<file path="config.mk">
export PLATFORM = sky130hd
export DESIGN_NAME = icache_consumer_flat
export DESIGN_NICKNAME = d
export VERILOG_FILES = /design/src/rtl/constants_pkg.sv /design/src/rtl/instruction_bus.sv /design/src/rtl/icache_line_store.sv /design/src/rtl/icache_consumer.sv /design/src/flat_wrapper.sv
export SDC_FILE = /design/constraint.sdc
export NUM_CORES = 2
export LEC_CHECK = 0
export ABC_AREA = 1
export BUFFER_PORTS_ARGS = -buffer_cell sky130_fd_sc_hd__buf_2
export CAP_MARGIN = 25
export CORE_ASPECT_RATIO = 0.6
export CORE_MARGIN = 2
export CORE_UTILIZATION = 34
export DETAILED_ROUTE_END_ITERATION = 10
export REMOVE_ABC_BUFFERS = 1
export SLEW_MARGIN = 10
export SYNTH_ARGS = -nofsm -noshare
export SYNTH_HDL_FRONTEND = slang
export SYNTH_HIERARCHICAL = 1
export SYNTH_SLANG_ARGS = --single-unit
export TNS_END_PERCENT = 50
</file>
<file path="constraint.sdc">
create_clock -name clk -period 11.75 [get_ports clk]
set_input_delay 1.175 -clock clk [delete_from_list [all_inputs] [get_ports clk]]
set_output_delay 1.175 -clock clk [all_outputs]
set_load 0.1 [all_outputs]
</file>
<file path="src/rtl/constants_pkg.sv">
// Shared constants, types and address helpers for the instruction cache.
package constants_pkg;

   localparam int unsigned ICLLEN       = 128;
   localparam int unsigned IC_NUM_LINES = 16;
   localparam int unsigned IC_OFFSET_W  = 4;

   typedef enum logic [1:0] {
      IC_IDLE = 2'd0,
      IC_MISS = 2'd1,
      IC_FILL = 2'd2
   } ic_state_t;

   // Line index of a byte address for a cache with 2**idx_w lines.
   function automatic logic [63:0] ic_index(input logic [63:0] addr, input int unsigned idx_w);
      return (addr >> IC_OFFSET_W) & ((64'd1 << idx_w) - 64'd1);
   endfunction

   // Tag of a byte address: everything above offset and index.
   function automatic logic [63:0] ic_tag(input logic [63:0] addr, input int unsigned idx_w);
      return addr >> (IC_OFFSET_W + idx_w);
   endfunction

endpackage

</file>
<file path="src/rtl/instruction_bus.sv">
// Line-fill bus between the instruction cache (consumer) and memory (producer).
interface instruction_bus #(
   parameter int unsigned ADDR_W = 32,
   parameter int unsigned DATA_W = 128
);
   logic              ldp;
   logic [ADDR_W-1:0] ldAddr;
   logic              ldr;
   logic [DATA_W-1:0] ldData;

   modport consumer (output ldp, output ldAddr, input ldr, input ldData);
   modport producer (input ldp, input ldAddr, output ldr, output ldData);
endinterface

</file>
<file path="src/rtl/icache_line_store.sv">
// Valid/tag/data arrays: one combinational read port, one write port, flush.
module icache_line_store #(
   parameter int unsigned NUM_LINES = 16,
   parameter int unsigned TAG_W     = 24,
   parameter int unsigned DATA_W    = 128,
   localparam int unsigned IDX_W    = $clog2(NUM_LINES)
) (
   input  logic              clk,
   input  logic              rst,
   input  logic [IDX_W-1:0]  rd_index,
   output logic              rd_valid,
   output logic [TAG_W-1:0]  rd_tag,
   output logic [DATA_W-1:0] rd_data,
   input  logic              we,
   input  logic [IDX_W-1:0]  wr_index,
   input  logic [TAG_W-1:0]  wr_tag,
   input  logic [DATA_W-1:0] wr_data,
   input  logic              flush
);

   logic [NUM_LINES-1:0] valid_q;
   logic [TAG_W-1:0]     tag_q  [NUM_LINES];
   logic [DATA_W-1:0]    data_q [NUM_LINES];

   // Valid bits: reset and flush both clear; flush beats a coincident fill.
   always_ff @(posedge clk) begin
      if (!rst) begin
         valid_q <= '0;
      end else if (flush) begin
         valid_q <= '0;
      end else if (we) begin
         valid_q[wr_index] <= 1'b1;
      end
   end

   // Tag and data arrays carry no reset; valid gates their use.
   always_ff @(posedge clk) begin
      if (we) begin
         tag_q[wr_index]  <= wr_tag;
         data_q[wr_index] <= wr_data;
      end
   end

   assign rd_valid = valid_q[rd_index];
   assign rd_tag   = tag_q[rd_index];
   assign rd_data  = data_q[rd_index];

endmodule

</file>
<file path="src/rtl/icache_consumer.sv">
// Direct-mapped read-only instruction cache; fills lines over instruction_bus.
module icache_consumer
   import constants_pkg::*;
#(
   parameter int unsigned NUM_LINES = IC_NUM_LINES,
   parameter int unsigned ADDR_W    = 32
) (
   input  logic              clk,
   input  logic              rst,
   input  logic              fetch_valid,
   input  logic [ADDR_W-1:0] fetch_addr,
   output logic              fetch_ready,
   output logic [31:0]       fetch_instr,
   input  logic              flush,
   instruction_bus.consumer  bus
);

   localparam int unsigned IDX_W = $clog2(NUM_LINES);
   localparam int unsigned TAG_W = ADDR_W - IC_OFFSET_W - IDX_W;

   ic_state_t         state_q, state_d;
   logic              ldp_q;
   logic [ADDR_W-1:0] miss_addr_q;
   logic              miss_latch;
   logic              fill_we;
   logic              hit;

   logic [IDX_W-1:0]  rd_index;
   logic [TAG_W-1:0]  rd_tag_cmp;
   logic              rd_valid;
   logic [TAG_W-1:0]  rd_tag;
   logic [ICLLEN-1:0] rd_data;
   logic [IDX_W-1:0]  wr_index;
   logic [TAG_W-1:0]  wr_tag;
   logic [31:0]       sel_word;

   assign rd_index   = IDX_W'(ic_index(64'(fetch_addr), IDX_W));
   assign rd_tag_cmp = TAG_W'(ic_tag(64'(fetch_addr), IDX_W));
   assign wr_index   = IDX_W'(ic_index(64'(miss_addr_q), IDX_W));
   assign wr_tag     = TAG_W'(ic_tag(64'(miss_addr_q), IDX_W));

   icache_line_store #(
      .NUM_LINES (NUM_LINES),
      .TAG_W     (TAG_W),
      .DATA_W    (ICLLEN)
   ) u_store (
      .clk      (clk),
      .rst      (rst),
      .rd_index (rd_index),
      .rd_valid (rd_valid),
      .rd_tag   (rd_tag),
      .rd_data  (rd_data),
      .we       (fill_we),
      .wr_index (wr_index),
      .wr_tag   (wr_tag),
      .wr_data  (bus.ldData),
      .flush    (flush)
   );

   assign hit      = rd_valid && (rd_tag == rd_tag_cmp);
   assign sel_word = rd_data[32*int'(fetch_addr[3:2]) +: 32];

   // State, registered request and line-aligned miss address.
   always_ff @(posedge clk) begin
      if (!rst) begin
         state_q     <= IC_IDLE;
         ldp_q       <= 1'b0;
         miss_addr_q <= '0;
      end else begin
         state_q <= state_d;
         ldp_q   <= (state_d == IC_MISS);
         if (miss_latch) begin
            miss_addr_q <= {fetch_addr[ADDR_W-1:IC_OFFSET_W], IC_OFFSET_W'(0)};
         end
      end
   end

   // Next state, hit response and fill strobe.
   always_comb begin
      state_d     = state_q;
      miss_latch  = 1'b0;
      fill_we     = 1'b0;
      fetch_ready = 1'b0;
      fetch_instr = 32'h0;
      case (state_q)
         IC_IDLE: begin
            if (fetch_valid) begin
               if (hit) begin
                  fetch_ready = 1'b1;
                  fetch_instr = sel_word;
               end else begin
                  miss_latch = 1'b1;
                  state_d    = IC_MISS;
               end
            end
         end
         IC_MISS: begin
            if (bus.ldr) begin
               fill_we = 1'b1;
               state_d = IC_FILL;
            end
         end
         IC_FILL: begin
            // One quiet ldp cycle before any further request.
            state_d = IC_IDLE;
         end
         default: state_d = IC_IDLE;
      endcase
   end

   assign bus.ldp    = ldp_q;
   assign bus.ldAddr = miss_addr_q;

endmodule

</file>
<file path="src/flat_wrapper.sv">
// flat-port wrapper written by rule: the top's interface ports become plain ports
module icache_consumer_flat import constants_pkg::*;
#(
   parameter int unsigned NUM_LINES = IC_NUM_LINES,
   parameter int unsigned ADDR_W    = 32
)
  (clk, rst, fetch_valid, fetch_addr, fetch_ready, fetch_instr, flush, bus_ldp, bus_ldAddr, bus_ldr, bus_ldData);
  instruction_bus #(.ADDR_W(ADDR_W), .DATA_W(128)) bus_i ();
  input  logic clk;
  input  logic rst;
  input  logic fetch_valid;
  input  logic [ADDR_W-1:0] fetch_addr;
  output logic fetch_ready;
  output logic [31:0] fetch_instr;
  input  logic flush;
  output wire logic [$bits(bus_i.ldp)-1:0] bus_ldp;
  output wire logic [$bits(bus_i.ldAddr)-1:0] bus_ldAddr;
  input wire logic [$bits(bus_i.ldr)-1:0] bus_ldr;
  input wire logic [$bits(bus_i.ldData)-1:0] bus_ldData;
  assign bus_ldp = bus_i.ldp;
  assign bus_ldAddr = bus_i.ldAddr;
  assign bus_i.ldr = bus_ldr;
  assign bus_i.ldData = bus_ldData;
  icache_consumer #(.NUM_LINES(NUM_LINES), .ADDR_W(ADDR_W)) u_core (.clk(clk), .rst(rst), .fetch_valid(fetch_valid), .fetch_addr(fetch_addr), .fetch_ready(fetch_ready), .fetch_instr(fetch_instr), .flush(flush), .bus(bus_i));
endmodule
</file>
After elaboration in Yosys (flattened, before gate mapping). Memories as Yosys holds them, arrays and structs flattened. Index checks and enable logic that the tools add are counted.

Register bits after elaboration: 47. Memory bits (writable): 2432. Bits of input ports: 165. Output and inout port bits: 66. Word-level logic and storage cells: 40. Memories: 2.

Order comparisons: 3. Eq/ne operators: 3. Shifts and indexed selects: 1. Multiplexer cells: 21. Bitwise operators: 2. Reduce and logical (&&, ||, !) cells: 4.

Memory list: u_core.u_store.data_q (depth 16, width 128, read ports 1, clocked after memory_dff 0, write ports 1, line icache_line_store.sv:23) `logic [DATA_W-1:0] data_q [NUM_LINES];`; u_core.u_store.tag_q (depth 16, width 24, read ports 1, clocked after memory_dff 0, write ports 1, line icache_line_store.sv:22) `logic [TAG_W-1:0] tag_q [NUM_LINES];`.

Operators with widths (number): 128-bit by 8-bit variable part select with 32-bit output (1); 32-bit two-way mux (3); 24-bit == test (1); 16-bit OR (1); 1-bit two-way mux (12); 4-bit by 5-bit < comparator with 1-bit output (second input constant) (2); 2-bit two-way mux (3); 1-bit binary-select mux with 4-bit select (1); 1-bit demux with 4-bit select (1); 2-bit by 1-bit == test with 1-bit output (second input constant) (2); 4-bit by 1-bit greater-or-equal comparator with 1-bit output (second input constant) (1); 2-bit case mux with 2 select lines (1); 1-bit logical AND (2); 2-bit zero test (1); 2-bit OR reduction (1); 1-bit inverter (1).

Depth between registers and ports, before layout.
Depth after elaboration: 7. Depth in mapped cells: 22. Mapped depth without buffers: 17.

Modules after synthesis. The synthesis kept the hierarchy.

Modules (own cells, without submodules): icache_line_store (times used 1, cells each 9121, area each 101095.7 um^2, sequential area each 73350.3 um^2); icache_consumer (times used 1, cells each 584, area each 3140.5 um^2, sequential area each 620.6 um^2).

Least setup slack after synthesis. OpenSTA, ideal clock, no wires.

Path kind: input to register. Start: input bus_ldr. End: memory u_core.u_store.data_q[5][0] (enable). Setup time: 0.667 ns. Arrival: 8.067 ns. Data required time: 11.083 ns. Slack: 3.016 ns. Cell stages on the path: 6. Buffers on the path: 0. Cell sequence: inv_1 -> nor2_1 -> inv_1 -> nor3_1 -> inv_1 -> nor2_1.

Word-level cells in the longest chain between the ends: 4.

RTL lines: start: declaration (line flat_wrapper.sv:18) `input wire logic [$bits(bus_i.ldr)-1:0] bus_ldr;`; 1-bit two-way mux (line icache_consumer.sv:98) `if (bus.ldr) begin`; 1-bit two-way mux (line icache_consumer.sv:85) `case (state_q)`; named net u_core.fill_we (line icache_consumer.sv:25) `logic fill_we;`; 1-bit two-way mux (line icache_line_store.sv:38) `if (we) begin`; 1-bit two-way mux (not written as such) (line icache_line_store.sv:40) `data_q[wr_index] <= wr_data;`; end: declaration (line icache_line_store.sv:23).

The timed path passes the listed nets, and every way through them passes these cells.

Worst setup path in the final report.
Start: input fetch_addr[4]. End: output fetch_instr[29].

Word-level cells in the longest chain between the ends: 6. Elaborated cells on any way between the ends: 10. Classes of those cells: 1 x eq/ne; 1 x shift; 5 x mux; 1 x reduce/logical; 2 x memory.

RTL lines: start: declaration (line flat_wrapper.sv:12) `input logic [ADDR_W-1:0] fetch_addr;`; memory read 16 x 24 bit; named net u_core.rd_tag[4] (line icache_consumer.sv:31) `logic [TAG_W-1:0] rd_tag;`; 24-bit == test (line icache_consumer.sv:60) `assign hit = rd_valid && (rd_tag == rd_tag_cmp);`; 1-bit logical AND (line icache_consumer.sv:60); 32-bit two-way mux (line icache_consumer.sv:88) `if (hit) begin`; 32-bit two-way mux (line icache_consumer.sv:87) `if (fetch_valid) begin`; 32-bit two-way mux (line icache_consumer.sv:85); end: declaration (line flat_wrapper.sv:14) `output logic [31:0] fetch_instr;`.

The timed path passes the listed nets, and every way through them passes these cells. The select of a mux whose other input is x is not followed.

==> reports/results.ini <==
[global_route]
antenna_found_initial=84
grt.overflow.total=0
grt_first_pass_wirelength_um=434000
first_global_vias=66500
grtUsageMet2=0.298
grt_max_degree=223
grt_use_met1=0.259
grt_util_all_layers=0.185
grtUsageMet3=0.0370
globalRoute.busiestLayer=met2

[timing]
tightestPinTransition_ns=1.14
hold_ws_ns=0.467
finalCritPeriodShare=0.665
grt_setup_unrepaired=false
skew_ns=0.0894
fin_crit_ns=7.82
relSlewSlack=0.239
drv_slew=0
finalSetupTns_ns=0
setup_slack_ns=3.93
hold_viol=0
max_freq_mhz=128
setup_violations=0

[place]
portBuffers=224
place_inst=13500
place_ws_ns=3.93
dpl-instance-area_mm2=0.109
dp_hpwl_um=147000
gp_congestion=0.784

[yosys]
synth_edf_count=2432
ys_top_cells_by_count=3,408 x nand2_1, 2,432 x edfxtp_1, 1,805 x nand3_1, 1,090 x inv_1, 312 x buf_2
ys_seq_area_frac=0.710
syn_avg_cell_area_um2=10.7
async_reset_ff_frac=0
yosysTopAreaCell=edfxtp_1
netlist_top_cells_area=edfxtp_1 70%, nand2_1 12%, nand3_1 8.7%, inv_1 3.9%, buf_2 1.5%
synth_cell_types=26
synth_top_flop_cell=edfxtp_1
synth.top_cell.area_share=0.701
syn_area_mm2=0.104
yosys_warnings=6
ys_seq_elements=2479
synthCells=9705
synth_most_common_cell=nand2_1

[die]
core-area_mm2=0.305
die_h_um=433
num_io_pins=231
die_x_um=719
die_area_mm2=0.311
start_util=0.342
num_rows=157

[power_and_ir_drop]
vdd_ir_drop_max_mv=0.112
swShare=0.229
power.switching_mw=4.15
pwr-share-seq=0.541
internal_power_mw=14.0
clockPowerShare=0.395
p_leak_nw=46.0
p_comb_frac=0.064
power_mw=18.1
power_density_mw_per_mm2=156

[clock_tree]
postCtsResizedCells=0
clk_latency_ns=0.88
holdBufCountCts=0
cts_sinks=2479
cts_tree=done
cts_buffer_depth=4
post-cts-setup-buffers=0
root_buffer=clkbuf_16
clk_pin_slew_ns=0.07
cts_buffers=221
htreeDepth=4

[cells_and_area]
final_layout_size_suffix_gt1_frac=0.0709
final_cells=14000
area_growth_pct=11.4
num-nets-final=9877
final_area_mm2=0.116
utilization=0.381

[setup_path]
rrSetupSlack_ns=7.55
critPathCaptureType=primary output
cp_data_required_time_ns=10.58
r2r.worst_path.cells=9
crit_fanout=205
reg2reg_to=u_core/u_store/data_q[5][109]
arrival_ns=6.64
startpoint=fetch_addr[4]
crit_end=fetch_instr[29]
worstSetupStartpointType=input port
r2r-start=u_core/state_q[0]
critPathKind=in -> out

[routing]
first_iter_violations=7434
routed_via_density=5.01
ant_nets=0
wirelength_um=297000
drc_errors=0
dr.pass1.iters=7
avgRoutedWirePerCell_um=21.3
vias=69900

[outcome]
status=complete, no violations

[run]
maxCapViolations=0

[min_path]
holdCritPathClass=reg -> reg

cell type report:
cell class	instances	area, um2
Tap cell	4054	5070
Inverter	1101	4240
Sequential cell	2479	74000
Timing Repair Buffer	330	2210
Multi-Input combinational cell	5579	23700
Clock inverter	123	1090
Fill cell	28900	189000
Clock buffer	275	5840
Antenna cell	10	25.0
critical path: stages:
cell and delay, ns:
buf_8 0.43, buf_12 0.73, buf_4 0.86, nand2_1 0.14, nand3_1 0.13, nand3_1 0.09
nand2_1 0.12, nand2_1 0.05, nand2_1 0.10, xnor2_1 0.20, nand3_1 0.19, nor3_1 0.16
nand2_1 0.08, nor2_1 0.18, nand3_4 0.40, buf_4 0.49, nor2_1 0.17, buf_2 0.44
metal layers:
metal | up-vias | share of wire | routed length [um]
li1 | 32300 | - | -
met1 | 34400 | 0.44 | 130000
met2 | 2660 | 0.46 | 135000
met3 | 518 | 0.083 | 24700
met4 | 32 | 0.022 | 6650
met5 | - | 0.00073 | 216
power groups by stage:
stage               Combinational, mW  Clock (mW)  Sequential (mW)
floorplan                       0.654           0             10.1
global placement                 1.13           0             10.0
detailed placement               1.16           0             10.0
finish                           1.16        7.16             9.81
global route                     1.28        7.65             9.82
CTS                              1.16        7.31             9.81
kinds of logic (layout without fill, tap and decap cells):
| group | Yosys count | after routing | share of synthesized area |
|---|---|---|---|
| XOR/XNOR | 4 | 4 | 0.000336 |
| buffers and inverters | 1650 | 1829 | 0.0636 |
| AND/OR/NAND/NOR | 5464 | 5464 | 0.220 |
| AO/OA/AOI/OAI | 107 | 107 | 0.00631 |
| flip-flops | 2479 | 2479 | 0.710 |
| other | 1 | 14 | 0.0000360 |
cells in the final DEF (no fill, tap or decap), types with 4 or more instances in the layout:
cell and n:
buf_2 218, clkbuf_16 225, clkinv_2 48, inv_1 1080, bufinv_16 19, clkinv_1 46, o21ai_0 33, diode_2 10
inv_6 4, buf_4 88, inv_2 6, buf_8 4, nand3_1 1804, a21oi_1 40, o32ai_1 32, or2_2 28
clkbuf_1 48, buf_12 20, dfxtp_1 47, nand3_2 10, inv_8 16, nand4_1 5, nand2_1 3408, conb_1 4
nor2_4 7, nor3_1 7, edfxtp_1 2432, nor2_1 190
state kept, by name, indices dropped and copies added, names as in the netlist:
name                    flops
u_core/u_store/data_q    2048
u_core/u_store/tag_q      384
u_core/bus.ldAddr          28
u_core/u_store/valid_q     16
u_core/state_q              2
u_core/bus.ldp              1
worst min-delay path by stage:
stage                                     startpoint  cells past startpoint                    endpoint
final                     u_core/u_store/valid_q[13]                      2  u_core/u_store/valid_q[13]
after global placement     u_core/u_store/valid_q[6]                      2   u_core/u_store/valid_q[6]
after CTS                 u_core/u_store/valid_q[13]                      2  u_core/u_store/valid_q[13]
after global routing      u_core/u_store/valid_q[13]                      2  u_core/u_store/valid_q[13]
after detailed placement  u_core/u_store/valid_q[14]                      2  u_core/u_store/valid_q[14]
after floorplan           u_core/u_store/valid_q[10]                      2  u_core/u_store/valid_q[10]
Note: power is estimated with default switching activity, not from simulation.
